## config.mk

```make
export PLATFORM = sky130hd
export DESIGN_NAME = dmem_shadow_slot
export DESIGN_NICKNAME = d
export VERILOG_FILES = /design/src/rtl/dmem_model_pkg.sv /design/src/rtl/dmem_shadow_slot.sv
export SDC_FILE = /design/constraint.sdc
export NUM_CORES = 1
export LEC_CHECK = 0
export ABC_CLOCK_PERIOD_IN_PS = 2100
export BUFFER_PORTS_ARGS = -buffer_cell sky130_fd_sc_hd__buf_2
export CORE_MARGIN = 1
export CORE_UTILIZATION = 36
export DETAILED_ROUTE_END_ITERATION = 7
export GPL_ROUTABILITY_DRIVEN = 0
export PLACE_DENSITY = 0.87
export SYNTH_ARGS = -nofsm -noshare
export SYNTH_HDL_FRONTEND = slang
export SYNTH_SLANG_ARGS = --single-unit
```

## constraint.sdc

```tcl
create_clock -name i_clk -period 2.1 [get_ports i_clk]
set_input_delay 0.63 -clock i_clk [delete_from_list [all_inputs] [get_ports i_clk]]
set_output_delay 0.63 -clock i_clk [all_outputs]
set_load 0.05 [all_outputs]
```

## src/rtl/dmem_model_pkg.sv

```systemverilog
// Shared types and helpers for the data-memory shadow model.
// Slot state is sized for the widest supported XLEN (64).
package dmem_model_pkg;

    localparam int XLEN_MAX = 64;
    localparam int NB_MAX   = XLEN_MAX / 8;

    typedef struct packed {
        logic [XLEN_MAX-1:0] data;
        logic [NB_MAX-1:0]   known;
    } slot_state_t;

    function automatic int nbytes(input int xlen);
        return xlen / 8;
    endfunction

    function automatic logic [XLEN_MAX-1:0] byte_merge(
        input logic [XLEN_MAX-1:0] old_d,
        input logic [XLEN_MAX-1:0] new_d,
        input logic [NB_MAX-1:0]   strb
    );
        logic [XLEN_MAX-1:0] r;
        r = old_d;
        for (int b = 0; b < NB_MAX; b++) begin
            if (strb[b]) r[b*8 +: 8] = new_d[b*8 +: 8];
        end
        return r;
    endfunction

endpackage

```

## src/rtl/dmem_shadow_slot.sv

```systemverilog
// One tracked word: address compare, byte-merged data and known mask.
// Bits above XLEN in the shared state type stay zero.
module dmem_shadow_slot
    import dmem_model_pkg::*;
#(
    parameter int XLEN = 32
) (
    input  logic                    i_clk,
    input  logic                    i_rst_n,
    input  logic [XLEN-1:0]         i_addr,
    input  logic [XLEN-1:0]         i_slot_addr,
    input  logic                    i_we,
    input  logic [XLEN-1:0]         i_wdata,
    input  logic [nbytes(XLEN)-1:0] i_wstrb,
    output logic                    o_hit,
    output logic [XLEN-1:0]         o_data,
    output logic [nbytes(XLEN)-1:0] o_known
);

    localparam int NB = nbytes(XLEN);

    slot_state_t         r_state;
    logic [XLEN_MAX-1:0] w_wdata_ext;
    logic [NB_MAX-1:0]   w_wstrb_ext;
    logic                w_unused;

    assign w_unused = ^{i_addr[1:0], i_slot_addr[1:0]};
    assign o_hit    = i_addr[XLEN-1:2] == i_slot_addr[XLEN-1:2];
    assign o_data   = r_state.data[XLEN-1:0];
    assign o_known  = r_state.known[NB-1:0];

    // Widen write data and strobes to the shared state width.
    always_comb begin
        w_wdata_ext = '0;
        w_wstrb_ext = '0;
        w_wdata_ext[XLEN-1:0] = i_wdata;
        w_wstrb_ext[NB-1:0]   = i_wstrb;
    end

    // Merge strobed bytes on a hitting write and mark them known.
    always_ff @(posedge i_clk or negedge i_rst_n) begin
        if (!i_rst_n) begin
            r_state <= '0;
        end else if (i_we && o_hit) begin
            r_state.data  <= byte_merge(r_state.data, w_wdata_ext,
                                        w_wstrb_ext);
            r_state.known <= r_state.known | w_wstrb_ext;
        end
    end

endmodule

```

==> results_tabular.tex, run 1 <==
\begin{tabular}{lr}
\hline
Metric & Value \\
\hline
\multicolumn{2}{l}{\textbf{Place}} \\
\quad Cell count after placement & 332 \\
\quad Half-perimeter wire length of the detailed placement result & 3596 microns \\
\quad Port Buffers & 135 \\
\quad Dpl ws & -0.3628 ns \\
\quad Post-DP Area & 2801 sq um \\
\multicolumn{2}{l}{\textbf{Timing}} \\
\quad Minimum clock period & 2.306 ns \\
\quad Final WS setup & -0.2057 ns \\
\quad Hold violation total from the final report & 0 \\
\quad Final period utilization & 1.098 \\
\quad Unrepaired setup endpoints after global routing & true \\
\quad Post-Route Setup TNS & -3.042 ns \\
\quad Slew @ Worst Pin & 0.7567 ns \\
\quad Final setup vio count & 33 \\
\quad Final hold slack & 0.4086 ns \\
\quad Top achievable clock speed & 433.7 MHz \\
\quad Clock skew after layout & 0 ns \\
\quad Number of max-slew violations in the final report & 0 \\
\quad Relative slew slack & 0.4955 \\
\multicolumn{2}{l}{\textbf{Worst setup path}} \\
\quad Highest-delay cell along the critical path & sky130\_fd\_sc\_hd\_\_nor4\_4 \\
\quad Cell chain of the critical path & buf\_2, xor2\_1, nor4\_4, nand4\_4, nor2\_4, buf\_8 \\
\quad Worst path arrival time & 1.68 ns \\
\quad Peak per-stage delay on the critical path & 0.33 ns \\
\quad Startpoint types & input pin \\
\quad Largest fanout on the critical path & 2 \\
\quad Sort of element at the end of the critical path & output pin \\
\quad Required arrival time at the worst endpoint & 1.47 ns \\
\quad Kind of critical path & input pin to output pin \\
\multicolumn{2}{l}{\textbf{Clock network}} \\
\quad Clk root buf & sky130\_fd\_sc\_hd\_\_clkbuf\_8 \\
\quad TritonCTS clock tree & yes \\
\quad Number of buffers added by the clock tree synthesis step & 5 \\
\quad \# hold bufs at CTS & 0 \\
\quad Total clock sinks & 36 \\
\quad Clock transition at the register clock pins on the worst setup and hold paths after CTS & 0.07 ns \\
\quad CTS H-tree depth & 2 \\
\quad Worst-skew pair later-pin latency & 0.28 ns \\
\quad Number of buffers between clock root and the deepest sink & 2 \\
\multicolumn{2}{l}{\textbf{Die}} \\
\quad Total die area & 5374 sq um \\
\quad Die extent in x & 73.31 microns \\
\quad Die H & 73.31 microns \\
\quad Effective utilization at floorplan & 0.3800 \\
\quad Number of rows created at floorplan & 25 \\
\quad Area of the core & 4817 sq um \\
\quad I/O pin total & 140 \\
\multicolumn{2}{l}{\textbf{Final layout}} \\
\quad Layout-stage area growth over the synthesis result & 66.92\% \\
\quad Ant. Diodes & 0 \\
\quad Commonest cells after routing, fill and taps aside & 129 x sky130\_fd\_sc\_hd\_\_buf\_2, 36 x sky130\_fd\_sc\_hd\_\_dfrtp\_1, 32 x sky130\_fd\_sc\_hd\_\_mux2\_4, 15 x sky130\_fd\_sc\_hd\_\_xor2\_1 \\
\quad Final Instance Area & 3055 sq um \\
\quad Core occupancy in the finished layout & 0.6343 \\
\quad Fraction of final layout cells sized beyond drive strength 1 & 0.7464 \\
\quad Final net count & 379 \\
\quad Final cell count without fillers & 343 \\
\quad Most common cell after layout, fill and taps aside & sky130\_fd\_sc\_hd\_\_buf\_2 \\
\multicolumn{2}{l}{\textbf{Outcome}} \\
\quad Result of the run & complete, but fails checks \\
\quad Failing checks & setup timing \\
\multicolumn{2}{l}{\textbf{Synthesis}} \\
\quad Arithmetic-cell share of the synthesized area counting full adders, half adders and majority gates & 0 \\
\quad Instance count of the mapped netlist & 125 \\
\quad Flops \& latches, synth & 36 \\
\quad Cell Area, Synth & 1831 sq um \\
\quad Share of cell area taken by muxes after synthesis & 0.2133 \\
\quad Ranking of synthesized cells by area & sky130\_fd\_sc\_hd\_\_dfrtp\_1 49\%, sky130\_fd\_sc\_hd\_\_mux2\_2 15\%, sky130\_fd\_sc\_hd\_\_xor2\_1 11\% \\
\quad Area fraction in and, or, nand and nor cells after synthesis & 0.1401 \\
\quad Main combinational cell family by area after synthesis & multiplexers \\
\quad Cell type contributing the most total cell area after synthesis & sky130\_fd\_sc\_hd\_\_dfrtp\_1 \\
\quad Warning count from the yosys run & 0 \\
\quad Post-synthesis compound-gate area fraction & 0 \\
\quad Area share of the leading cell type in the synthesized netlist & 0.4921 \\
\quad Synth cell types & 17 \\
\quad Proportion of synthesized chip area in sequential cells & 0.4921 \\
\quad Post-Synth XOR/XNOR Area & 0.1435 \\
\quad Syn avg cell area & 14.64 sq um \\
\quad Net count after synthesis & 228 \\
\multicolumn{2}{l}{\textbf{Global route}} \\
\quad Vias in the first global route & 1561 \\
\quad Total GRT Usage & 0.1833 \\
\quad Global-route wire length before repair & 7120 microns \\
\quad Initial antenna violation count & 0 \\
\quad Total overflow reported by the global router & 0 \\
\quad Maximum number of pins on one net before global-route repair & 37 \\
\multicolumn{2}{l}{\textbf{Drt}} \\
\quad First-pass detailed-route iteration total & 6 \\
\quad Total DRC errors in the routed layout & 0 \\
\quad Violation count after the first detailed-route iteration & 25 \\
\quad Total Routed Length & 4734 microns \\
\quad Total via count in the routed design & 1578 \\
\quad Routed via count divided by cell count & 4.601 \\
\quad Remaining number of nets flagged by the antenna check after routing & 0 \\
\quad Routed wirelength normalized by instance count & 13.80 microns \\
\multicolumn{2}{l}{\textbf{Power and ir drop}} \\
\quad IR Drop Worst-Case VDD & 0.0002887 V \\
\quad P\_leak & 1.673 nW \\
\quad Overall power of the completed layout & 1.431 mW \\
\quad Cell Pwr Density & 468.2 nW/um\^{}2 \\
\multicolumn{2}{l}{\textbf{Job}} \\
\quad Reported max-cap violation count & 0 \\
\multicolumn{2}{l}{\textbf{Min path}} \\
\quad Class of the tightest hold or removal check & input pin to async pin \\
\hline
\end{tabular}
repair_timing:
action | CTS | global route
setup endpoints to repair | 33 | 33
resized for setup | 28 | 0
pin swaps | 13 | 1
gates cloned | 1 | 0
buffers inserted | 6 | 0
per-layer routing:
metal,wire length [microns],track usage
met5,0,0
met2,2518,0.3488
met3,393,0.04390
met4,85,0.08974
met1,1737,0.1857
cells in the mapped netlist, drive strengths merged:
master   instances
nor3             4
nand4            3
inv              4
nor2             3
mux2            32
or2              4
dfrtp           36
xor2            22
xnor2            8
nand4bb          1
buf              1
nand3            1
nor3b            1
nor4             5
power breakdown:
group	switching, mW	internal, mW
logic	0.103	0.118
registers	0.0000000154	0.694
clock network	0.224	0.292
cells by family (layout without fill, tap and decap cells):
| group | Yosys count | after routing |
|---|---|---|
| buffers and inverters | 5 | 156 |
| XOR/XNOR | 30 | 30 |
| AND/OR/NAND/NOR | 22 | 22 |
| flip-flops | 36 | 36 |
| multiplexers | 32 | 32 |
critical path: cells and delay by family:
kind / cells / cell delay, ns
and+or+nand+nor: 3 / 0.62
buffers and inverters: 2 / 0.25
xor gates and xnor gates: 1 / 0.18
final timing paths:
path | startpoint | endpoint | slack [ns] | cells after the start
min | i_rst_n | o_data[18] | 0.41 | 1
max | i_slot_addr[3] | o_hit | -0.21 | 6
min reg2reg | o_known[2] | o_known[2] | 0.47 | 1
min in group i_clk | o_known[2] | o_known[2] | 0.47 | 1
max reg2reg | o_data[20] | o_data[20] | 1.28 | 1
max in group asynchronous | i_rst_n | o_data[28] | 1.21 | 1
final cells by class:
cell class / count / area [sq um]
fillers: 357 / 1762
multi-input cells: 84 / 1094
flip-flops and latches: 36 / 900.9
repair buffers: 145 / 865.8
clock buffers: 7 / 96.34
well taps: 67 / 83.83
inverters: 4 / 15.01
registers in the layout (all words and copies together), names as in the netlist:
name and count:
o_data 32, o_known 4
Power figures use the tool's default switching activity.
==> run 2, diff against run 1 <==
Settings changed: ABC_AREA from default to 1, CORE_UTILIZATION 36 to 39, PLACE_DENSITY 0.87 to 0.89.
==> results_tabular.tex, run 2 <==
\begin{tabular}{lr}
\hline
Metric & Value \\
\hline
\multicolumn{2}{l}{\textbf{Synthesis}} \\
\quad Arithmetic-cell share of the synthesized area counting full adders, half adders and majority gates & 0 \\
\quad Post-Synth XOR/XNOR Area & 0.01203 \\
\quad Instance count of the mapped netlist & 317 \\
\quad Cell type contributing the most total cell area after synthesis & sky130\_fd\_sc\_hd\_\_dfrtp\_1 \\
\quad Share of cell area taken by muxes after synthesis & 0 \\
\quad Share of synthesized flip-flops with an asynchronous set or reset & 1.000 \\
\quad Synth cell types & 14 \\
\quad Flops \& latches, synth & 36 \\
\quad Cell Area, Synth & 2183 sq um \\
\quad Syn avg cell area & 6.888 sq um \\
\quad Number of enable-type register cells in the synthesized netlist & 0 \\
\quad Net count after synthesis & 420 \\
\quad Area share of the leading cell type in the synthesized netlist & 0.4126 \\
\quad Ranking of synthesized cells by area & sky130\_fd\_sc\_hd\_\_dfrtp\_1 41\%, sky130\_fd\_sc\_hd\_\_nand2\_1 25\%, sky130\_fd\_sc\_hd\_\_nand4\_1 9.2\% \\
\quad Proportion of synthesized chip area in sequential cells & 0.4126 \\
\quad Post-synthesis compound-gate area fraction & 0 \\
\quad Most numerous cell in the Yosys netlist & sky130\_fd\_sc\_hd\_\_nand2\_1 \\
\quad Top flip-flop cell by instance count after synthesis & sky130\_fd\_sc\_hd\_\_dfrtp\_1 \\
\quad Warning count from the yosys run & 0 \\
\quad Area fraction in and, or, nand and nor cells after synthesis & 0.4407 \\
\quad Main combinational cell family by area after synthesis & simple AND/OR/NAND/NOR gates \\
\quad Leading post-synthesis cells by instance count & 147 x sky130\_fd\_sc\_hd\_\_nand2\_1, 53 x sky130\_fd\_sc\_hd\_\_inv\_1, 36 x sky130\_fd\_sc\_hd\_\_dfrtp\_1, 32 x sky130\_fd\_sc\_hd\_\_nand4\_1, 27 x sky130\_fd\_sc\_hd\_\_nor2\_1 \\
\multicolumn{2}{l}{\textbf{Global route}} \\
\quad Maximum number of pins on one net before global-route repair & 37 \\
\quad Global-route wire length before repair & 9563 microns \\
\quad Total GRT Usage & 0.1993 \\
\quad Vias in the first global route & 2300 \\
\quad Total overflow reported by the global router & 0 \\
\quad Initial antenna violation count & 0 \\
\multicolumn{2}{l}{\textbf{Timing}} \\
\quad Final WS setup & -0.08642 ns \\
\quad Clock skew after layout & 0 ns \\
\quad Final period utilization & 1.041 \\
\quad Hold violation total from the final report & 0 \\
\quad Relative slew slack & 0.6358 \\
\quad Unrepaired setup endpoints after global routing & true \\
\quad Top achievable clock speed & 457.4 MHz \\
\quad Minimum clock period & 2.186 ns \\
\quad Post-Route Setup TNS & -0.08642 ns \\
\quad Number of max-slew violations in the final report & 0 \\
\quad Slew @ Worst Pin & 0.5463 ns \\
\quad Final setup vio count & 1 \\
\multicolumn{2}{l}{\textbf{Die}} \\
\quad Total die area & 5901 sq um \\
\quad I/O pin total & 140 \\
\quad Die H & 76.82 microns \\
\quad Effective utilization at floorplan & 0.4169 \\
\quad Number of rows created at floorplan & 26 \\
\quad Area of the core & 5238 sq um \\
\quad Die extent in x & 76.82 microns \\
\multicolumn{2}{l}{\textbf{Final layout}} \\
\quad Most common cell after layout, fill and taps aside & sky130\_fd\_sc\_hd\_\_nand2\_1 \\
\quad Final net count & 555 \\
\quad Final cell count without fillers & 523 \\
\quad Area taken by flip-flops and latches & 900.9 sq um \\
\quad Number of flip-flops under the largest register name & 32 \\
\quad Fillcell total & 463 \\
\quad Multi-input logic area & 1016 sq um \\
\quad Layout-stage area growth over the synthesis result & 44.93\% \\
\quad Ant. Diodes & 0 \\
\quad Fraction of final layout cells sized beyond drive strength 1 & 0.3687 \\
\quad Commonest cells after routing, fill and taps aside & 146 x sky130\_fd\_sc\_hd\_\_nand2\_1, 112 x sky130\_fd\_sc\_hd\_\_buf\_2, 47 x sky130\_fd\_sc\_hd\_\_inv\_1, 36 x sky130\_fd\_sc\_hd\_\_dfrtp\_1, 32 x sky130\_fd\_sc\_hd\_\_nand4\_1 \\
\multicolumn{2}{l}{\textbf{Min path}} \\
\quad Class of the tightest hold or removal check & input pin to async pin \\
\multicolumn{2}{l}{\textbf{Power and ir drop}} \\
\quad Switching power & 361.8 uW \\
\quad P\_leak & 2.063 nW \\
\quad Cell Pwr Density & 486.1 nW/um\^{}2 \\
\quad IR Drop Worst-Case VDD & 0.0002880 V \\
\quad Clock network fraction of design power & 0.382 \\
\quad Share of total power consumed by net switching & 0.2352 \\
\quad Sequential share of power & 0.451 \\
\quad Comb pwr share & 0.167 \\
\quad Pint & 1.176 mW \\
\multicolumn{2}{l}{\textbf{Drt}} \\
\quad Remaining number of nets flagged by the antenna check after routing & 0 \\
\quad Total via count in the routed design & 2439 \\
\quad First-pass detailed-route iteration total & 4 \\
\quad Violation count after the first detailed-route iteration & 89 \\
\quad Routed wirelength normalized by instance count & 11.20 microns \\
\quad Total DRC errors in the routed layout & 0 \\
\quad Routed via count divided by cell count & 4.663 \\
\quad Total Routed Length & 5857 microns \\
\multicolumn{2}{l}{\textbf{Worst setup path}} \\
\quad Kind of critical path & input pin to output pin \\
\quad Peak per-stage delay on the critical path & 0.15 ns \\
\quad Highest-delay cell along the critical path & sky130\_fd\_sc\_hd\_\_buf\_8 \\
\quad Sort of element at the end of the critical path & output pin \\
\quad Startpoint types & input pin \\
\quad Largest fanout on the critical path & 3 \\
\quad CP dominant cell by count & sky130\_fd\_sc\_hd\_\_nor2\_1 \\
\quad Cell chain of the critical path & buf\_2, nor2\_1, nor2\_1, nor2\_1, nand2\_1, nor2\_2, nand2\_2, nor2\_8, buf\_8 \\
\quad Required arrival time at the worst endpoint & 1.47 ns \\
\quad Worst path arrival time & 1.56 ns \\
\multicolumn{2}{l}{\textbf{Clock network}} \\
\quad Worst-skew pair later-pin latency & 0.28 ns \\
\quad CTS H-tree depth & 2 \\
\quad Number of buffers added by the clock tree synthesis step & 5 \\
\quad Number of buffers between clock root and the deepest sink & 2 \\
\quad Total clock sinks & 36 \\
\quad TritonCTS clock tree & yes \\
\quad Clk root buf & sky130\_fd\_sc\_hd\_\_clkbuf\_8 \\
\quad Clock transition at the register clock pins on the worst setup and hold paths after CTS & 0.07 ns \\
\multicolumn{2}{l}{\textbf{Place}} \\
\quad Port Buffers & 135 \\
\quad Half-perimeter wire length of the detailed placement result & 4342 microns \\
\quad Cell count after placement & 515 \\
\multicolumn{2}{l}{\textbf{Job}} \\
\quad Reported max-cap violation count & 0 \\
\multicolumn{2}{l}{\textbf{Outcome}} \\
\quad Result of the run & complete, but fails checks \\
\quad Failing checks & setup timing \\
\hline
\end{tabular}
[run 2: cells by family (layout without fill, tap and decap cells)]
kind of cell	count (synthesis)	after routing
and+or+nand+nor	214	214
buffers and inverters	64	200
DFF	36	36
xor gates and xnor gates	3	3
[run 2: cell type report]
| class | instances | area share |
|---|---|---|
| Inverter | 53 | 0.06287 |
| Sequential cell | 36 | 0.2847 |
| Multi-Input combinational cell | 217 | 0.3211 |
| Clock inverter | 2 | 0.01107 |
| Clock buffer | 6 | 0.02293 |
| Tap cell | 70 | 0.02768 |
| Timing Repair Buffer | 139 | 0.2697 |
[run 2: what timing repair did]
action	4_1_cts	5_1_grt
hold buffers	0	0
endpoints found under the hold margin	0	0
cloned	0	0
buffers inserted	0	0
gates resized for setup	14	26
setup endpoints to repair	1	33
pin swaps	16	30
[run 2: critical path: cells and delay by family]
kind / cells / cell delay (ns)
and+or+nand+nor: 7 / 0.66
buffers and inverters: 2 / 0.26
[run 2: per-layer routing]
layer | GRT usage | wire length, microns
met2 | 0.3830 | 3205
met4 | 0.06731 | 139
met5 | 0 | 0
met1 | 0.2144 | 2204
met3 | 0.03810 | 307
[run 2: through the flow]
stage / power [mW] / instance area, sq um / utilization / hold WS [ns] / setup WS, ns
after floorplan: 0.8048 / 2188 / - / 0.3344 / -0.06410
after global placement: 0.9199 / 2882 / 0.5502 / 0.4420 / -0.1906
after detailed placement: 0.9299 / 2882 / 0.5502 / 0.4495 / -0.2206
after CTS: 1.526 / 3055 / 0.5834 / 0.3866 / -0.06566
after global routing: 1.610 / 3164 / 0.6042 / 0.4178 / -0.1739
final: 1.538 / 3164 / 0.6042 / 0.3686 / -0.08642
[run 2: worst paths after layout]
kind / from / endpoint / slack, ns / depth (start not counted)
setup / recovery: i_slot_addr[3] / o_hit / -0.09 / 9
hold / removal: i_rst_n / o_known[3] / 0.37 / 2
setup reg to reg: o_data[4] / o_data[4] / 1.45 / 2
hold reg to reg: o_known[0] / o_known[0] / 0.46 / 2
max in group asynchronous: i_rst_n / o_data[15] / 1.40 / 2
min in group i_clk: o_known[0] / o_known[0] / 0.46 / 2
[run 2: power groups by stage]
stage,clock (mW),sequential (mW),combinational [mW]
floorplan,0,0.707,0.0982
global placement,0,0.706,0.214
detailed placement,0,0.706,0.224
CTS,0.598,0.693,0.235
global route,0.628,0.692,0.289
finish,0.588,0.693,0.257
